[config.mk]
export PLATFORM = sky130hd
export DESIGN_NAME = pipe_stage_buf
export DESIGN_NICKNAME = d
export VERILOG_FILES = /design/src/rtl/pipe_stage_buf_pkg.sv /design/src/rtl/pipe_stage_buf_pldff.sv /design/src/rtl/pipe_stage_buf.sv
export SDC_FILE = /design/constraint.sdc
export NUM_CORES = 1
export LEC_CHECK = 0
export BUFFER_PORTS_ARGS = -buffer_cell sky130_fd_sc_hd__buf_4
export CAP_MARGIN = 20
export CORE_ASPECT_RATIO = 0.9
export CORE_MARGIN = 5
export CORE_UTILIZATION = 45
export CTS_BUF_LIST = sky130_fd_sc_hd__clkbuf_4
export CTS_CLUSTER_DIAMETER = 150
export DETAILED_ROUTE_END_ITERATION = 8
export PLACE_DENSITY = 0.73
export SYNTH_ARGS = -nofsm -noshare
export SYNTH_HDL_FRONTEND = slang
export SYNTH_SLANG_ARGS = --single-unit
[constraint.sdc]
create_clock -name clk -period 2.29 [get_ports clk]
set_input_delay 0.229 -clock clk [delete_from_list [all_inputs] [get_ports clk]]
set_output_delay 0.229 -clock clk [all_outputs]
set_load 0.05 [all_outputs]
[src/rtl/pipe_stage_buf_pkg.sv]
// -----------------------------------------------------------------------------
// pipe_stage_buf_pkg
// Shared pipeline definitions used by every inter-stage buffer:
//   * stage_state_e : occupancy state of a stage buffer (EMPTY/ONE/TWO)
//   * default payload widths for each stage boundary (IF/ID .. MEM/WB)
//   * occ_of()      : maps a buffer state to its entry count
// -----------------------------------------------------------------------------
package pipe_stage_buf_pkg;

    // Encoding is significant: the numeric value equals the number of held
    // entries, which keeps the occupancy output trivially derivable.
    typedef enum logic [1:0] {
        ST_EMPTY = 2'd0,
        ST_ONE   = 2'd1,
        ST_TWO   = 2'd2
    } stage_state_e;

    // Generic defaults for a stage buffer.
    localparam int PIPE_DEF_DATA_W = 16;
    localparam int PIPE_DEF_CTRL_W = 8;

    // Per-boundary payload widths. DATA carries PC/immediates/operands and is
    // never cleared; CTRL carries side-effecting bits that are zeroed on a
    // bubble.
    localparam int IF_ID_DATA_W  = 32;  // PC + fetched instruction word
    localparam int IF_ID_CTRL_W  = 1;   // predicted-taken flag
    localparam int ID_EX_DATA_W  = 48;  // PC + two operands
    localparam int ID_EX_CTRL_W  = 8;   // alu op, mem_read/write, write_reg, halt
    localparam int EX_MEM_DATA_W = 32;  // alu result + store data
    localparam int EX_MEM_CTRL_W = 6;   // mem_read/write, write_reg, halt, dest
    localparam int MEM_WB_DATA_W = 16;  // writeback value
    localparam int MEM_WB_CTRL_W = 4;   // write_reg, halt, dest

    // Number of entries held in a given state.
    function automatic logic [1:0] occ_of(input stage_state_e s);
        logic [1:0] n;
        case (s)
            ST_EMPTY: n = 2'd0;
            ST_ONE:   n = 2'd1;
            ST_TWO:   n = 2'd2;
            default:  n = 2'd0;
        endcase
        return n;
    endfunction

endpackage : pipe_stage_buf_pkg

[src/rtl/pipe_stage_buf_pldff.sv]
// -----------------------------------------------------------------------------
// pipe_stage_buf_pldff
// Pipeline load-enabled D flip-flop bank with asynchronous active-low clear.
// Used for both the main (output) register and the skid register of a stage
// buffer.
//
// Ports:
//   clk   in   1   clock, state changes on rising edge
//   rst   in   1   asynchronous active-low clear (contents -> 0)
//   i_en  in   1   load enable
//   i_d   in   W   value loaded when i_en is high
//   o_q   out  W   current register contents
// -----------------------------------------------------------------------------
module pipe_stage_buf_pldff #(
    parameter int W = 8
) (
    input  logic         clk,
    input  logic         rst,
    input  logic         i_en,
    input  logic [W-1:0] i_d,
    output logic [W-1:0] o_q
);

    logic [W-1:0] r_q;

    always_ff @(posedge clk or negedge rst) begin
        if (!rst) begin
            r_q <= '0;
        end else if (i_en) begin
            r_q <= i_d;
        end
    end

    assign o_q = r_q;

endmodule : pipe_stage_buf_pldff

[src/rtl/pipe_stage_buf.sv]
// -----------------------------------------------------------------------------
// pipe_stage_buf
// Valid/ready pipeline stage buffer between two processor stages.
//
// SKID=1: two-entry skid buffer. in_ready is registered, so out_ready never
//         reaches in_ready combinationally; full throughput with a cut ready
//         path.
// SKID=0: single register. in_ready = out_ready | !out_valid (combinational).
//
// flush squashes every held entry and any entry arriving that cycle. While
// out_valid is low, out_ctrl is forced to zero so a bubble can never trigger
// a side effect downstream; out_data keeps its last value.
//
// Parameters:
//   DATA_W  payload bits kept across bubbles
//   CTRL_W  control bits zeroed on bubbles
//   SKID    1 = two-entry skid mode, 0 = single-register mode
//
// Ports:
//   clk        in   1       clock, rising edge
//   rst        in   1       asynchronous active-low reset
//   in_valid   in   1       upstream has a valid entry
//   in_ready   out  1       this stage accepts the entry this cycle
//   in_ctrl    in   CTRL_W  upstream control bits
//   in_data    in   DATA_W  upstream data bits
//   flush      in   1       synchronous squash (branch mispredict)
//   out_valid  out  1       downstream payload valid
//   out_ready  in   1       downstream accepts this cycle
//   out_ctrl   out  CTRL_W  held control bits (zero when not valid)
//   out_data   out  DATA_W  held data bits
//   occupancy  out  2       number of held entries (0..2)
// -----------------------------------------------------------------------------
module pipe_stage_buf
    import pipe_stage_buf_pkg::*;
#(
    parameter int DATA_W = PIPE_DEF_DATA_W,
    parameter int CTRL_W = PIPE_DEF_CTRL_W,
    parameter int SKID   = 1
) (
    input  logic              clk,
    input  logic              rst,
    input  logic              in_valid,
    output logic              in_ready,
    input  logic [CTRL_W-1:0] in_ctrl,
    input  logic [DATA_W-1:0] in_data,
    input  logic              flush,
    output logic              out_valid,
    input  logic              out_ready,
    output logic [CTRL_W-1:0] out_ctrl,
    output logic [DATA_W-1:0] out_data,
    output logic [1:0]        occupancy
);

    // Entries are stored as {ctrl, data}.
    localparam int ENT_W = CTRL_W + DATA_W;

    stage_state_e     r_state;
    stage_state_e     w_state_next;

    logic             w_in_ready;
    logic             w_out_valid;
    logic             w_in_fire;
    logic             w_out_fire;
    logic             w_main_en;
    logic             w_skid_en;
    logic             w_main_sel_skid;
    logic [ENT_W-1:0] w_in_entry;
    logic [ENT_W-1:0] w_main_d;
    logic [ENT_W-1:0] w_main_q;
    logic [ENT_W-1:0] w_skid_q;

    // -------------------------------------------------------------------------
    // Handshake
    // -------------------------------------------------------------------------
    assign w_in_entry  = {in_ctrl, in_data};
    assign w_out_valid = (r_state != ST_EMPTY);
    assign w_in_fire   = in_valid & w_in_ready;
    assign w_out_fire  = w_out_valid & out_ready;

    // -------------------------------------------------------------------------
    // State register
    // -------------------------------------------------------------------------
    always_ff @(posedge clk or negedge rst) begin
        if (!rst) begin
            r_state <= ST_EMPTY;
        end else begin
            r_state <= w_state_next;
        end
    end

    // -------------------------------------------------------------------------
    // Next state and register load controls
    // -------------------------------------------------------------------------
    always_comb begin
        w_state_next    = r_state;
        w_main_en       = 1'b0;
        w_skid_en       = 1'b0;
        w_main_sel_skid = 1'b0;

        if (flush) begin
            // Squash wins over every transfer. Registers are left untouched:
            // ctrl is masked by out_valid and data is allowed to go stale.
            w_state_next = ST_EMPTY;
        end else begin
            case (r_state)
                ST_EMPTY: begin
                    if (w_in_fire) begin
                        w_state_next = ST_ONE;
                        w_main_en    = 1'b1;
                    end
                end

                ST_ONE: begin
                    if (w_in_fire && w_out_fire) begin
                        // Head leaves and the new entry replaces it directly.
                        w_main_en = 1'b1;
                    end else if (w_in_fire) begin
                        // Downstream stalled: park the arrival in the skid.
                        // In single-register mode in_ready already implies
                        // out_fire here, so this branch is never taken.
                        if (SKID != 0) begin
                            w_state_next = ST_TWO;
                            w_skid_en    = 1'b1;
                        end
                    end else if (w_out_fire) begin
                        w_state_next = ST_EMPTY;
                    end
                end

                ST_TWO: begin
                    // in_ready is low in this state, so only a drain can occur.
                    if (w_out_fire) begin
                        w_state_next    = ST_ONE;
                        w_main_en       = 1'b1;
                        w_main_sel_skid = 1'b1;
                    end
                end

                default: begin
                    w_state_next = ST_EMPTY;
                end
            endcase
        end
    end

    assign w_main_d = w_main_sel_skid ? w_skid_q : w_in_entry;

    // -------------------------------------------------------------------------
    // Main (output) register
    // -------------------------------------------------------------------------
    pipe_stage_buf_pldff #(
        .W (ENT_W)
    ) u_main_reg (
        .clk  (clk),
        .rst  (rst),
        .i_en (w_main_en),
        .i_d  (w_main_d),
        .o_q  (w_main_q)
    );

    // -------------------------------------------------------------------------
    // Mode-specific ready generation and skid storage
    // -------------------------------------------------------------------------
    generate
        if (SKID != 0) begin : g_skid
            logic r_in_ready;

            // Registered ready: computed from the next state so it is already
            // low in the cycle the buffer becomes full.
            always_ff @(posedge clk or negedge rst) begin
                if (!rst) begin
                    r_in_ready <= 1'b1;
                end else begin
                    r_in_ready <= (w_state_next != ST_TWO);
                end
            end

            assign w_in_ready = r_in_ready;

            pipe_stage_buf_pldff #(
                .W (ENT_W)
            ) u_skid_reg (
                .clk  (clk),
                .rst  (rst),
                .i_en (w_skid_en),
                .i_d  (w_in_entry),
                .o_q  (w_skid_q)
            );
        end else begin : g_noskid
            // Accept whenever the held entry is leaving or nothing is held.
            assign w_in_ready = out_ready | ~w_out_valid;
            assign w_skid_q   = '0;
        end
    endgenerate

    // -------------------------------------------------------------------------
    // Outputs
    // -------------------------------------------------------------------------
    genvar gi;
    generate
        for (gi = 0; gi < CTRL_W; gi++) begin : g_bubble
            // A bubble presents all-zero control bits.
            assign out_ctrl[gi] = w_main_q[DATA_W + gi] & w_out_valid;
        end
    endgenerate

    assign out_data  = w_main_q[DATA_W-1:0];
    assign out_valid = w_out_valid;
    assign in_ready  = w_in_ready;
    assign occupancy = occ_of(r_state);

endmodule : pipe_stage_buf

## Word level (Yosys, flattened, before mapping)

Cells that the tools add are included.

| cells by class | value |
|---|---|
| eq/ne operators | 3 |
| multiplexer cells | 19 |
| bitwise operators | 10 |
| reductions and logical operators | 3 |

Operators by type and width:

| cell | count |
|---|---|
| $mux 24 | 1 |
| $mux 2 | 6 |
| $and 1x1->1 | 10 |
| $mux 1 | 9 |
| $pmux 2 s3 | 1 |
| $pmux 2 s2 | 1 |
| $pmux 1 s3 | 1 |
| $eq 2x1->1 const B | 1 |
| $eq 2x2->1 const B | 1 |
| $logic_not 2->1 | 1 |
| $ne 2x2->1 const B | 1 |
| $reduce_bool 2->1 | 1 |
| $logic_and 1x1->1 | 1 |

| word-level totals | value |
|---|---|
| register bits after elaboration | 51 |
| bits of input ports | 29 |
| output and inout bits | 28 |
| word-level logic and storage cells | 39 |

## Longest topological paths before layout

| logic depth | value |
|---|---|
| depth after elaboration | 8 |
| mapped depth | 7 |
| gate-level depth less buffers | 4 |

## Modules after synthesis

A second synthesis with hierarchy kept.

| second synthesis, totals | value |
|---|---|
| cells, all modules | 159 |
| area, all modules | 2549.9 um2 |

By module, submodules not included:

| module | times used | cells each | area an instance (um2) | sequential area each (um2) |
|---|---|---|---|---|
| pipe_stage_buf_pldff | 2 | 51 | 997.2 | 600.6 |
| pipe_stage_buf | 1 | 57 | 555.5 | 76.3 |

## Worst setup path after synthesis

Ideal clock, no wire load.

| path | value |
|---|---|
| kind | reg2reg |
| from | register g_skid.r_in_ready, in the netlist in_ready |
| to | register g_skid.u_skid_reg.r_q[0], in the netlist g_skid.u_skid_reg.o_q[0] |
| library setup time | 0.128 ns |
| data arrival time | 1.471 ns |
| data required time | 2.162 ns |
| path slack | 0.692 ns |
| cell stages (with the launch flop) | 4 |
| buffers on the path | 1 |
| period minus slack after synthesis | 1.598 ns |
| cells stage by stage | dfstp_2 > nand4_2 > buf_2 > mux2_1 |

| on the way | value |
|---|---|
| word-level cells in the longest chain between the ends | 5 |
| elaborated cells on any way between the ends | 6 |
| classes of those cells | mux: 4; bitwise: 1; reduce/logical: 1 |

Ends and longest elaborated chain:

| item | line | source |
|---|---|---|
| start, declared | pipe_stage_buf.sv:166 | `logic r_in_ready;` |
| start signal, assigned | pipe_stage_buf.sv:174 | `r_in_ready <= (w_state_next != ST_TWO);` |
| $and 1x1->1 * | pipe_stage_buf.sv:77 | `assign w_in_fire = in_valid & w_in_ready;` |
| $mux 1 or $logic_and 1x1->1 (tied branches) | pipe_stage_buf.sv:117, pipe_stage_buf.sv:114 |  |
| $mux 1 * | pipe_stage_buf.sv:114 | `if (w_in_fire && w_out_fire) begin` |
| $mux 1 * | pipe_stage_buf.sv:105 | `case (r_state)` |
| $mux 1 * | pipe_stage_buf.sv:100 | `if (flush) begin` |
| end signal, assigned | pipe_stage_buf_pldff.sv:30 | `r_q <= i_d;` |
| end, declared | pipe_stage_buf_pldff.sv:24 | `logic [W-1:0] r_q;` |

Every way passes the cells marked *; elsewhere a longest branch is shown, timed or not.
A chain may end at the register's enable or synchronous reset.

## Final worst setup path

| path | value |
|---|---|
| from | register r_state[0] |
| to | register u_main_reg.r_q[17], in the netlist u_main_reg.o_q[17] |

| on the way | value |
|---|---|
| word-level cells in the longest chain between the ends | 6 |
| elaborated cells on any way between the ends | 13 |
| classes of those cells | eq/ne: 2; mux: 7; bitwise: 1; reduce/logical: 3 |

Ends and longest elaborated chain:

| item | line | source |
|---|---|---|
| start, declared | pipe_stage_buf.sv:57 | `stage_state_e r_state;` |
| start signal, assigned | pipe_stage_buf.sv:87 | `r_state <= w_state_next;` |
| $reduce_bool 2->1 | pipe_stage_buf.sv:76 | `assign w_out_valid = (r_state != ST_EMPTY);` |
| $and 1x1->1 | pipe_stage_buf.sv:78 | `assign w_out_fire = w_out_valid & out_ready;` |
| $logic_and 1x1->1 or $mux 1 (tied branches) | pipe_stage_buf.sv:114, pipe_stage_buf.sv:132 |  |
| $mux 1 (on tied branches) | pipe_stage_buf.sv:114, pipe_stage_buf.sv:105 |  |
| $pmux 1 s3 or $mux 1 (tied branches) | pipe_stage_buf.sv:105, pipe_stage_buf.sv:100 |  |
| $mux 1 or $mux 24 (tied branches) | pipe_stage_buf.sv:100, pipe_stage_buf.sv:146 |  |
| end signal, assigned | pipe_stage_buf_pldff.sv:30 |  |
| end, declared | pipe_stage_buf_pldff.sv:24 |  |

Several ways; a longest one is shown, not always the timed one.

==> reports/metrics.cfg <==
[global_route]
overflow = 0
grt_util_met1 = 0.167
antenna_found_initial = 0
grtUsageTotal = 0.137
grt_max_degree = 52
grt_pass1_wl_um = 7360
first_global_vias = 1591
grt_use_met2 = 0.240
top_usage_layer = met2
met3_usage = 0.0301

[cells_and_area]
fillerInstances = 489
final_cells = 311
final_core_util = 0.548
nets = 272
multi_input_area_um2 = 903
area_growth_pct = 19.7
seqCellArea_um2 = 1280
final_area_um2 = 2850
diodes = 0
layout-drive-gt1-share = 0.295

[worst_setup_path]
worstPathArrival_ns = 2.07
regToRegSetupSlack_ns = 0.47
critPathLaunchType = flop
crit_path_end_kind = flop
cp_max_fo = 15
worst_ep_required_time_ns = 2.53
crit_type = flop to flop

[placed_design]
place.detailed.instances = 302
routabilityCongestion = 0.753
dpl_cell_area_um2 = 2760
dpl.hpwl_um = 3210
port_buffers = 56

[synth]
ys_seq_area_frac = 0.537
syn_avg_cell_area_um2 = 11.9
async_reset_ff_frac = 1.00
ys.flop_type = dfrtp_1
syn-cell-area_um2 = 2380
ys_ff_latch = 51
synth_top_family_by_area = multiplexers
yosysWarnings = 0
synth-simple-area-share = 0.0884
syn_inst = 200
synth-edff-count = 0
synth_nets = 229
synthAdderAreaFrac = 0
synth_compound_area_frac = 0.0679
synthMuxAreaShare = 0.219
synth_xor_xnor_area_share = 0
synthDistinctLibCells = 21

[clock_tree]
clk_latency_ns = 0.36
ctsHoldBuffers = 1
h-tree-depth = 2
clkTransAtPathRegs_ns = 0.14
postCtsResizedCells = 0
numCtsBuffers = 5
root_buffer = clkbuf_4
cts_setup_buffers = 0
cts.sink_count = 51
cts_tree = done
clk_path_buf_depth = 2

[floorplanning]
io_pins = 57
coreArea_um2 = 5190
die_height_um = 79.0
num_rows = 25
die_area_um2 = 6840
die-width_um = 86.6
initial_core_util = 0.458

[detailed_routing]
drtPass1Iterations = 3
ant_nets = 0
wire_per_inst_um = 13.9
drtIter0Drc = 46
vias = 1497
vias_per_cell = 4.81
drt-total-wl_um = 4330
route.detailed.drc = 0

[power_and_ir_drop]
peakVddDrop_v = 0.000394
p_leak_uw = 0.00133
powerDensity_nw_per_um2 = 849

[sta]
setup_tns_ns = 0
tightestPinTransition_ns = 0.635
rsz0062_at_grt = no
max-slew-margin-rel = 0.577
fin_crit_ns = 1.82
post-route-period-util = 0.797
clock_skew_ns = 0.0117
whs_ns = 0.0371
slew_viol_final = 0
max_freq_mhz = 548
setup-violations-final = 0
hold_viol = 0

[run_status]
status = finished, final reports clean

[worst_hold_path]
holdCritPathClass = primary input to flop

[flow_run]
max_cap_violations = 0

## through the flow
step	total power (µW)	setup WS [ns]
6_report	2420	0.465
4_1_cts	2450	0.448
3_5_place_dp	1950	0.464
5_1_grt	2570	0.339
3_3_place_gp	1930	0.538
2_1_floorplan	1780	0.692
## layout by cell type, fill, tap and decap left out
cell / count
buf_4: 59
dfrtp_1: 50
nand2_1: 26
mux2i_1: 25
mux2_1: 24
o21ai_1: 24
nor2b_1: 9
clkbuf_4: 5
nor2_1: 3
inv_1: 3
nand2b_1: 2
buf_12: 2
and2b_1: 1
nand4_2: 1
o31a_1: 1
o21a_1: 1
o22a_1: 1
and4bb_2: 1
a41oi_4: 1
clkinv_2: 1
clkinv_1: 1
bufinv_16: 1
dlygate4sd3_1: 1
dfstp_2: 1
## synthesized netlist by cell type, drive strengths merged (2+ instances only)
| library cell | count | area, µm² |
|---|---|---|
| dfrtp | 50 | 1250 |
| nand2 | 26 | 97.6 |
| mux2i | 25 | 250 |
| buf | 24 | 181 |
| mux2 | 24 | 270 |
| o21ai | 24 | 120 |
| nor2b | 9 | 56.3 |
| inv | 3 | 11.3 |
| nor2 | 3 | 11.3 |
| clkbuf | 2 | 15.0 |
| nand2b | 2 | 12.5 |
## kinds of logic after synthesis
kind of cell           Yosys count
flip-flops                      51
multiplexers                    49
AND/OR/NAND/NOR                 43
buffers and inverters           29
AO/OA/AOI/OAI                   28
## worst paths after layout
check / start / end / cells after the start
setup / recovery: r_state[0] / u_main_reg.o_q[17] / 4
hold / removal: flush / r_state[0] / 2
setup reg to reg: r_state[0] / u_main_reg.o_q[17] / 4
hold reg to reg: u_main_reg.o_q[20] / u_main_reg.o_q[20] / 2
max in group asynchronous: rst / u_main_reg.o_q[10] / 2
min in group asynchronous: rst / u_main_reg.o_q[15] / 2
## critical path, stage by stage (launching register included)
cell and delay [ns]:
dfrtp_1 0.47, and4bb_2 0.58, buf_4 0.35, mux2i_1 0.22, o21ai_1 0.07
## flip-flops by register name (all words and copies together), names as in the netlist
signal / flops
r_state: 2
u_main_reg.o_q: 24
g_skid.u_skid_reg.o_q: 24
in_ready: 1
## final cells by class
class	instances	share of cell area
Inverter	3	0.00396
Tap cell	67	0.0295
Timing Repair Buffer	62	0.173
Clock buffer	5	0.0132
Sequential cell	51	0.449
Clock inverter	3	0.0136
Multi-Input combinational cell	120	0.318
## power breakdown
group	switching, µW	internal (µW)
Combinational	430	270
Sequential	104	1110
Clock	276	225
Total	810	1610
## metal layers
layer  share of wire  wire [µm]
met4           0.011         48
met2            0.52       2240
met5               0          0
met3           0.043        184
met1            0.43       1850
Note: power is estimated with default switching activity, not from simulation.
